**src/rtl/fft_loader_if.sv**
```systemverilog
// fft_loader_if: bundles the sample-input handshake and the FFT core write
// interface driven by fft_loader.
//   master - loader view (drives the FFT write bus, accepts samples)
//   slave  - environment view (sample front end + FFT core)
interface fft_loader_if #(
    parameter int BIT_WIDTH = 16,
    parameter int N         = 9,
    parameter int DROP_W    = 8
);
    logic                   sample_valid;
    logic [BIT_WIDTH-1:0]   sample_in;
    logic                   sample_ready;
    logic                   fft_load;
    logic [N-1:0]           add_rd;
    logic [2*BIT_WIDTH-1:0] din;
    logic                   fft_start;
    logic                   fft_done;
    logic [DROP_W-1:0]      drop_count;

    modport master (
        input  sample_valid, sample_in, fft_done,
        output sample_ready, fft_load, add_rd, din, fft_start, drop_count
    );

    modport slave (
        output sample_valid, sample_in, fft_done,
        input  sample_ready, fft_load, add_rd, din, fft_start, drop_count
    );
endinterface

```
**src/rtl/fft_loader.sv**
```systemverilog
// fft_loader: collects 2^N real samples, writes them as complex words
// {real, 0} into the FFT core RAM, pulses fft_start, then waits for
// fft_done before accepting the next frame. Samples offered while not
// ready are counted in a saturating drop counter.
// Build option: define FFT_LOADER_BITREV_EN to write samples at
// bit-reversed addresses (input order for an in-place DIT core).
module fft_loader #(
    parameter int BIT_WIDTH = 16,
    parameter int N         = 9,
    parameter int DROP_W    = 8
) (
    input  logic         clk,
    input  logic         reset,
    fft_loader_if.master bus
);

    typedef enum logic [1:0] {
        LOAD  = 2'd0,
        START = 2'd1,
        BUSY  = 2'd2
    } state_t;

    state_t                 state;
    state_t                 state_next;
    logic [N-1:0]           count;
    logic                   ready;
    logic                   accept;
    logic                   last_sample;
    logic                   load_q;
    logic [N-1:0]           addr_q;
    logic [2*BIT_WIDTH-1:0] din_q;
    logic                   start_q;
    logic [DROP_W-1:0]      drop_q;

`ifdef FFT_LOADER_BITREV_EN
    function automatic logic [N-1:0] addr_of(input logic [N-1:0] c);
        logic [N-1:0] r;
        r = '0;
        for (int unsigned i = 0; i < N; i++) begin
            r[i] = c[N-1-i];
        end
        return r;
    endfunction
`else
    function automatic logic [N-1:0] addr_of(input logic [N-1:0] c);
        return c;
    endfunction
`endif

    assign ready       = (state == LOAD);
    assign accept      = bus.sample_valid & ready;
    assign last_sample = (count == '1);

    // State register
    always_ff @(posedge clk or posedge reset) begin
        if (reset) begin
            state <= LOAD;
        end else begin
            state <= state_next;
        end
    end

    // Next-state logic: fft_done is only honoured in BUSY
    always_comb begin
        state_next = state;
        case (state)
            LOAD:    if (accept && last_sample) state_next = START;
            START:   state_next = BUSY;
            BUSY:    if (bus.fft_done) state_next = LOAD;
            default: state_next = LOAD;
        endcase
    end

    // Sample counter; wraps to 0 naturally after sample 2^N-1
    always_ff @(posedge clk or posedge reset) begin
        if (reset) begin
            count <= '0;
        end else if (accept) begin
            count <= count + N'(1);
        end
    end

    // Registered RAM write port and start pulse; address/data hold between strobes
    always_ff @(posedge clk or posedge reset) begin
        if (reset) begin
            load_q  <= 1'b0;
            addr_q  <= '0;
            din_q   <= '0;
            start_q <= 1'b0;
        end else begin
            load_q  <= accept;
            start_q <= (state == START);
            if (accept) begin
                addr_q <= addr_of(count);
                din_q  <= {bus.sample_in, {BIT_WIDTH{1'b0}}};
            end
        end
    end

    // Saturating count of samples offered while not ready
    always_ff @(posedge clk or posedge reset) begin
        if (reset) begin
            drop_q <= '0;
        end else if (bus.sample_valid && !ready && (drop_q != '1)) begin
            drop_q <= drop_q + DROP_W'(1);
        end
    end

    assign bus.sample_ready = ready;
    assign bus.fft_load     = load_q;
    assign bus.add_rd       = addr_q;
    assign bus.din          = din_q;
    assign bus.fft_start    = start_q;
    assign bus.drop_count   = drop_q;

endmodule

```
**src/flat_wrapper.sv**
```systemverilog
// flat-port wrapper written by rule: the top's interface ports become plain ports
module fft_loader_flat 
#(
    parameter int BIT_WIDTH = 16,
    parameter int N         = 9,
    parameter int DROP_W    = 8
)
  (clk, reset, bus_sample_valid, bus_sample_in, bus_fft_done, bus_sample_ready, bus_fft_load, bus_add_rd, bus_din, bus_fft_start, bus_drop_count);
  fft_loader_if #(.BIT_WIDTH(BIT_WIDTH), .N(N), .DROP_W(DROP_W)) bus_i ();
  input  logic clk;
  input  logic reset;
  input wire logic [$bits(bus_i.sample_valid)-1:0] bus_sample_valid;
  input wire logic [$bits(bus_i.sample_in)-1:0] bus_sample_in;
  input wire logic [$bits(bus_i.fft_done)-1:0] bus_fft_done;
  output wire logic [$bits(bus_i.sample_ready)-1:0] bus_sample_ready;
  output wire logic [$bits(bus_i.fft_load)-1:0] bus_fft_load;
  output wire logic [$bits(bus_i.add_rd)-1:0] bus_add_rd;
  output wire logic [$bits(bus_i.din)-1:0] bus_din;
  output wire logic [$bits(bus_i.fft_start)-1:0] bus_fft_start;
  output wire logic [$bits(bus_i.drop_count)-1:0] bus_drop_count;
  assign bus_i.sample_valid = bus_sample_valid;
  assign bus_i.sample_in = bus_sample_in;
  assign bus_i.fft_done = bus_fft_done;
  assign bus_sample_ready = bus_i.sample_ready;
  assign bus_fft_load = bus_i.fft_load;
  assign bus_add_rd = bus_i.add_rd;
  assign bus_din = bus_i.din;
  assign bus_fft_start = bus_i.fft_start;
  assign bus_drop_count = bus_i.drop_count;
  fft_loader #(.BIT_WIDTH(BIT_WIDTH), .N(N), .DROP_W(DROP_W)) u_core (.clk(clk), .reset(reset), .bus(bus_i));
endmodule
```
**config.mk**
```make
export PLATFORM = sky130hd
export DESIGN_NAME = fft_loader_flat
export DESIGN_NICKNAME = d
export VERILOG_FILES = /design/src/rtl/fft_loader_if.sv /design/src/rtl/fft_loader.sv /design/src/flat_wrapper.sv
export SDC_FILE = /design/constraint.sdc
export NUM_CORES = 1
export LEC_CHECK = 0
export ABC_AREA = 1
export BUFFER_PORTS_ARGS = -buffer_cell sky130_fd_sc_hd__buf_2
export CELL_PAD_IN_SITES_DETAIL_PLACEMENT = 1
export CELL_PAD_IN_SITES_GLOBAL_PLACEMENT = 1
export CORE_MARGIN = 2
export CORE_UTILIZATION = 36
export DETAILED_ROUTE_END_ITERATION = 8
export PLACE_DENSITY = 0.88
export SYNTH_ARGS = -nofsm -noshare
export SYNTH_HDL_FRONTEND = slang
export SYNTH_SLANG_ARGS = --single-unit
export TNS_END_PERCENT = 50
```
**constraint.sdc**
```tcl
create_clock -name clk -period 1.7 [get_ports clk]
set_input_delay 0.085 -clock clk [delete_from_list [all_inputs] [get_ports clk]]
set_output_delay 0.085 -clock clk [all_outputs]
set_load 0.05 [all_outputs]
```
Word-level counts from Yosys, hierarchy flattened
Index checks and enable logic that the tools add are counted.

operators by class
  bitwise operators = 1
  $add $sub $neg = 2
  muxes and demuxes = 3
  equality and inequality tests = 6
  reductions and logical operators = 6

operators by type and width
  kind                                                             number
  9-bit by 1-bit adder with 9-bit output, second input constant    1
  9-bit == test, second input constant                             1
  8-bit by 1-bit adder with 8-bit output, second input constant    1
  8-bit != test, second input constant                             1
  2-bit one-hot mux with 3 select lines                            1
  2-bit two-way mux                                                2
  2-bit != test, second input constant                             2
  1-bit logical AND                                                3
  2-bit by 1-bit == test with 1-bit output, second input constant  1
  2-bit == test, second input constant                             1
  2-bit logical NOT                                                1
  2-bit AND reduction                                              1
  1-bit AND                                                        1
  1-bit logical NOT                                                1

storage, ports and cells
  input port bits = 20
  register bits after elaboration = 46
  word-level logic and storage cells = 25

Logic depth before layout (Yosys ltp)
  depth in word-level cells = 5
  gate-level depth with buffers = 8
  mapped depth without buffers = 8

Least setup slack after synthesis
OpenSTA, ideal clock, no wires.

  path kind = reg2reg
  start = register u_core.drop_q[0] (netlist: u_core.bus.drop_count[0])
  end = register u_core.drop_q[4] (netlist: u_core.bus.drop_count[4])
  setup slack = 80 ps
  data arrival time = 1502 ps
  cell stages (with the launch flop) = 9
  cells stage by stage = dfrtp_1 ha_1 nand2_1 nor2_1 nand2_1 nand2_2 inv_2 nand2_1 nand2_1

between the ends
  word-level cells in the longest chain between the ends = 2

ends and longest elaborated chain
  what                                                                                            line               source
  start: declaration                                                                              fft_loader.sv:33   logic [DROP_W-1:0] drop_q;
  start signal: assignment                                                                        fft_loader.sv:105  drop_q <= drop_q + DROP_W'(1);
  parallel branches: the longest is 2 deep, another holds 8-bit by 1-bit adder with 8-bit output  n/a

Parallel ways; which one is timed is not known.
A chain may end at the register's enable or synchronous reset.

Worst setup path in the final report
  start = register u_core.drop_q[0] (netlist: u_core.bus.drop_count[0])
  end = register u_core.drop_q[1] (netlist: u_core.bus.drop_count[1])

The elaborated chain is that of the path after synthesis.

==> results by group <==
Outcome
  – Status: finished, final reports clean

Clocking
  – Clock-pin slew of the registers on the worst-case setup and hold paths: roughly 0.08 ns
  – TritonCTS clock tree: built
  – CTS H-Tree Depth: 2
  – Clock Sinks: 46
  – Cts bufs inserted: 5
  – Clock latency on the worst-skew pair: just under 0.3 ns
  – Post-CTS Resized: 0
  – Clk root buf: clkbuf_8
  – CTS Buffer Depth: 2

Logic synthesis
  – Largest area contributor in the synthesized netlist: dfrtp_1
  – Synth area leaders: dfrtp_1, nand2_1, buf_4
  – Post-Synth XOR/XNOR Area: under 10%
  – Synthesis-stage register bit count: 46
  – Yosys warning total: 0
  – Adder-Cell Fraction of Synth Area: approximately 1.7%
  – Post-synth cell types: 23
  – Mapped cell area: between 0.002 and 0.0025 sq mm
  – Main combinational cell family by area after synthesis: simple AND/OR/NAND/NOR gates
  – Register area share after synthesis: between 50 and 60%
  – Simple-gate share of the synthesized area: approximately 27%
  – Synth Instances: 250
  – Yosys top cell area share: 52.9%
  – Post-synthesis mux area share: 0%
  – Synth Area in Compound Gates: 3.91%
  – Avg Inst Size Synth: just under 9 sq um

Power
  – Internal power: between 1.5 and 2 mW
  – Maximum vdd drop: about 420 uV
  – NetSw: ~1.2 mW
  – Static leakage: ~1.5 nW
  – Clock power share: approximately 25%
  – Combinational share of power: about a third
  – PD cells: 1170 mW/mm^2
  – Flop pwr share: between 40% and 50%
  – Sw Share: approximately two fifths

Placed design
  – DP Cell Count: 378
  – Buffers on Ports: 55
  – Detailed placement HPWL: 3.82 mm
  – Placed inst area: between 0.002 and 0.0025 sq mm
  – GPL Wtd Cong: about 0.76

Hold path
  – Min-Delay Path Class: in2reg

Drt
  – Vias: between 1.5k and 2k
  – Routed WL: approximately 5.3 mm
  – DR pass1 iterations: 4
  – Detailed router's first-iteration violation count: 71
  – Detail Route Antenna Nets: 0
  – Avg Vias per Cell: 4.41
  – DR DRC count: 0
  – Drt wl/cell: ~13 um

Floorplanning
  – Die H: between 80 and 90 um
  – Die Area: about 0.0067 sq mm
  – CORE AREA: approximately 0.0059 sq mm
  – Starting Density: a little under two fifths
  – I/O Pins: between 70 and 80
  – Rows: 28
  – Die W: 81.8 um

Setup path
  – Top delay family on crit path: simple AND/OR/NAND/NOR gates
  – CP cell instances: ha_1, nand2_1, nor2_1, nand2_1, nand2_2, inv_2, nand2_1, nand2_1
  – Critical Path AT: approximately 1.7 ns
  – Required @ worst endpoint: between 1.5 and 2 ns
  – Most frequent CP cell: nand2_1
  – Slowest library cell on the worst path: dfrtp_1
  – Setup crit end kind: flop
  – Bufs and invs on worst path: 1
  – Crit path kind: reg2reg
  – Crit Path Max Fanout: 7
  – CP Launch Type: flop
  – Worst path max stage delay: roughly 0.47 ns

Final layout
  – Layout cell share with drive strength beyond 1: between 20 and 30%
  – Final Non-Filler Cells: roughly 400
  – Final nets: 350
  – Diode count: 0
  – Fill count: approximately 740
  – Fin util: 46.9%
  – Post-route cell area: 0.00276 sq mm
  – Area delta synth->final: 26.8%

Timing
  – Tmin final: approximately 1.5 ns
  – Hold Violations, Final: 0
  – Final setup viols: 0
  – Fin Setup TNS: 0 ns
  – Max Clk Rate: between 600 and 700 MHz
  – RSZ-0062 raised after global routing: false
  – Slew Viols, Final: 0
  – Clock Skew: about 0.0043 ns
  – Final Cycle Share: 88.1%

Global route
  – Total GRT Usage: roughly 17%
  – Pin count of the biggest net entering global routing: 29
  – First-pass GRT wire length: 8.70 mm
  – Antenna violations before repair: 0
  – Vias in the first global route: 1836
  – Remaining global-route overflow: 0

Flow run
  – Max cap viols: 0
==> final timing paths <==
check                                                     start                                   end  slack [ns]  cells after the start
setup reg to reg           u_core.bus.drop_count[0]$_DFFE_PP0P_  u_core.bus.drop_count[1]$_DFFE_PP0P_        0.20                      8
hold reg to reg                  u_core.bus.din[29]$_DFFE_PP0P_        u_core.bus.din[29]$_DFFE_PP0P_        0.48                      2
setup / recovery           u_core.bus.drop_count[0]$_DFFE_PP0P_  u_core.bus.drop_count[1]$_DFFE_PP0P_        0.20                      8
min in group asynchronous                                 reset  u_core.bus.drop_count[2]$_DFFE_PP0P_        0.34                      3
hold / removal                                 bus_sample_in[9]        u_core.bus.din[25]$_DFFE_PP0P_       0.005                      3
max in group asynchronous                                 reset        u_core.bus.din[20]$_DFFE_PP0P_        0.85                      4
==> routing by layer <==
metal	global-route usage, %	part of all wire [%]	vias to the layer above
met5	0	0	-
met4	4.67	1.4	0
li1	-	-	880
met1	20.8	41	840
met2	30.8	53	49
met3	4.29	4.6	7
==> sequential cells by signal (all words and copies together), names as in the netlist <==
| register | count |
|---|---|
| u_core.bus.drop_count | 8 |
| u_core.count | 9 |
| u_core.bus.fft_load | 1 |
| u_core.bus.add_rd | 9 |
| u_core.bus.fft_start | 1 |
| u_core.bus.din | 16 |
| u_core.state | 2 |
==> metrics by stage <==
step / hold slack [ns] / setup slack, ns / power [mW]
2_1_floorplan: 0.181 / 0.0800 / 2.20
3_3_place_gp: 0.116 / 0.305 / 2.39
3_5_place_dp: 0.126 / 0.240 / 2.43
4_1_cts: 0.00475 / 0.215 / 3.27
5_1_grt: 0.00694 / 0.0704 / 3.42
6_report: 0.00452 / 0.202 / 3.22
==> tightest hold or removal path, cell delays in order <==
cell and delay, ns:
buf_2 0.08, nand2_1 0.05, nand2_1 0.05
==> cell usage in the layout (no fill, tap or decap), types with 4 or more instances in the layout <==
cell type,count
clkbuf_8,5
nor2_1,11
buf_2,55
dfrtp_1,46
xor2_1,4
nand2_1,106
o21ai_0,5
nand3_1,8
o21ai_2,6
dlygate4sd3_1,17
conb_1,16
inv_1,19
==> final cells by class <==
cell class	instances	area (sq um)	share of cell area (%)
clock buffer	7	76.3	2.76
inverter	22	82.6	2.99
multi-input combinational	175	820	29.7
clock inverter	1	30.0	1.09
tap	75	93.8	3.40
sequential	46	1150	41.7
timing repair buffer	77	508	18.4
==> power groups by stage <==
stage / clock network [mW] / logic, mW / registers (mW)
finish: 0.793 / 1.02 / 1.40
CTS: 0.825 / 1.04 / 1.40
detailed placement: 0 / 1.00 / 1.42
floorplan: 0 / 0.444 / 1.76
global route: 0.872 / 1.12 / 1.43
global placement: 0 / 0.977 / 1.42
==> Yosys cell counts (all sizes together) <==
cell,n
o21ai,11
nand2,108
ha,3
nor2,16
nand4,3
inv,22
o21bai,1
xor2,4
conb,1
nor4,1
buf,22
nand3,9
nand3b,1
xnor2,2
dfrtp,46
==> timing repair <==
item                                   4_1_cts  5_1_grt
buffers inserted                             0        0
hold buffers                                17        0
endpoints found under the hold margin       34        0
==> logic make-up after synthesis <==
kind of cell / Yosys count
simple gates: 138
flops: 46
other cells: 1
xor+xnor: 6
compound gates: 12
fa+ha+maj: 3
buf+inv: 44
Note: power is estimated with default switching activity, not from simulation.
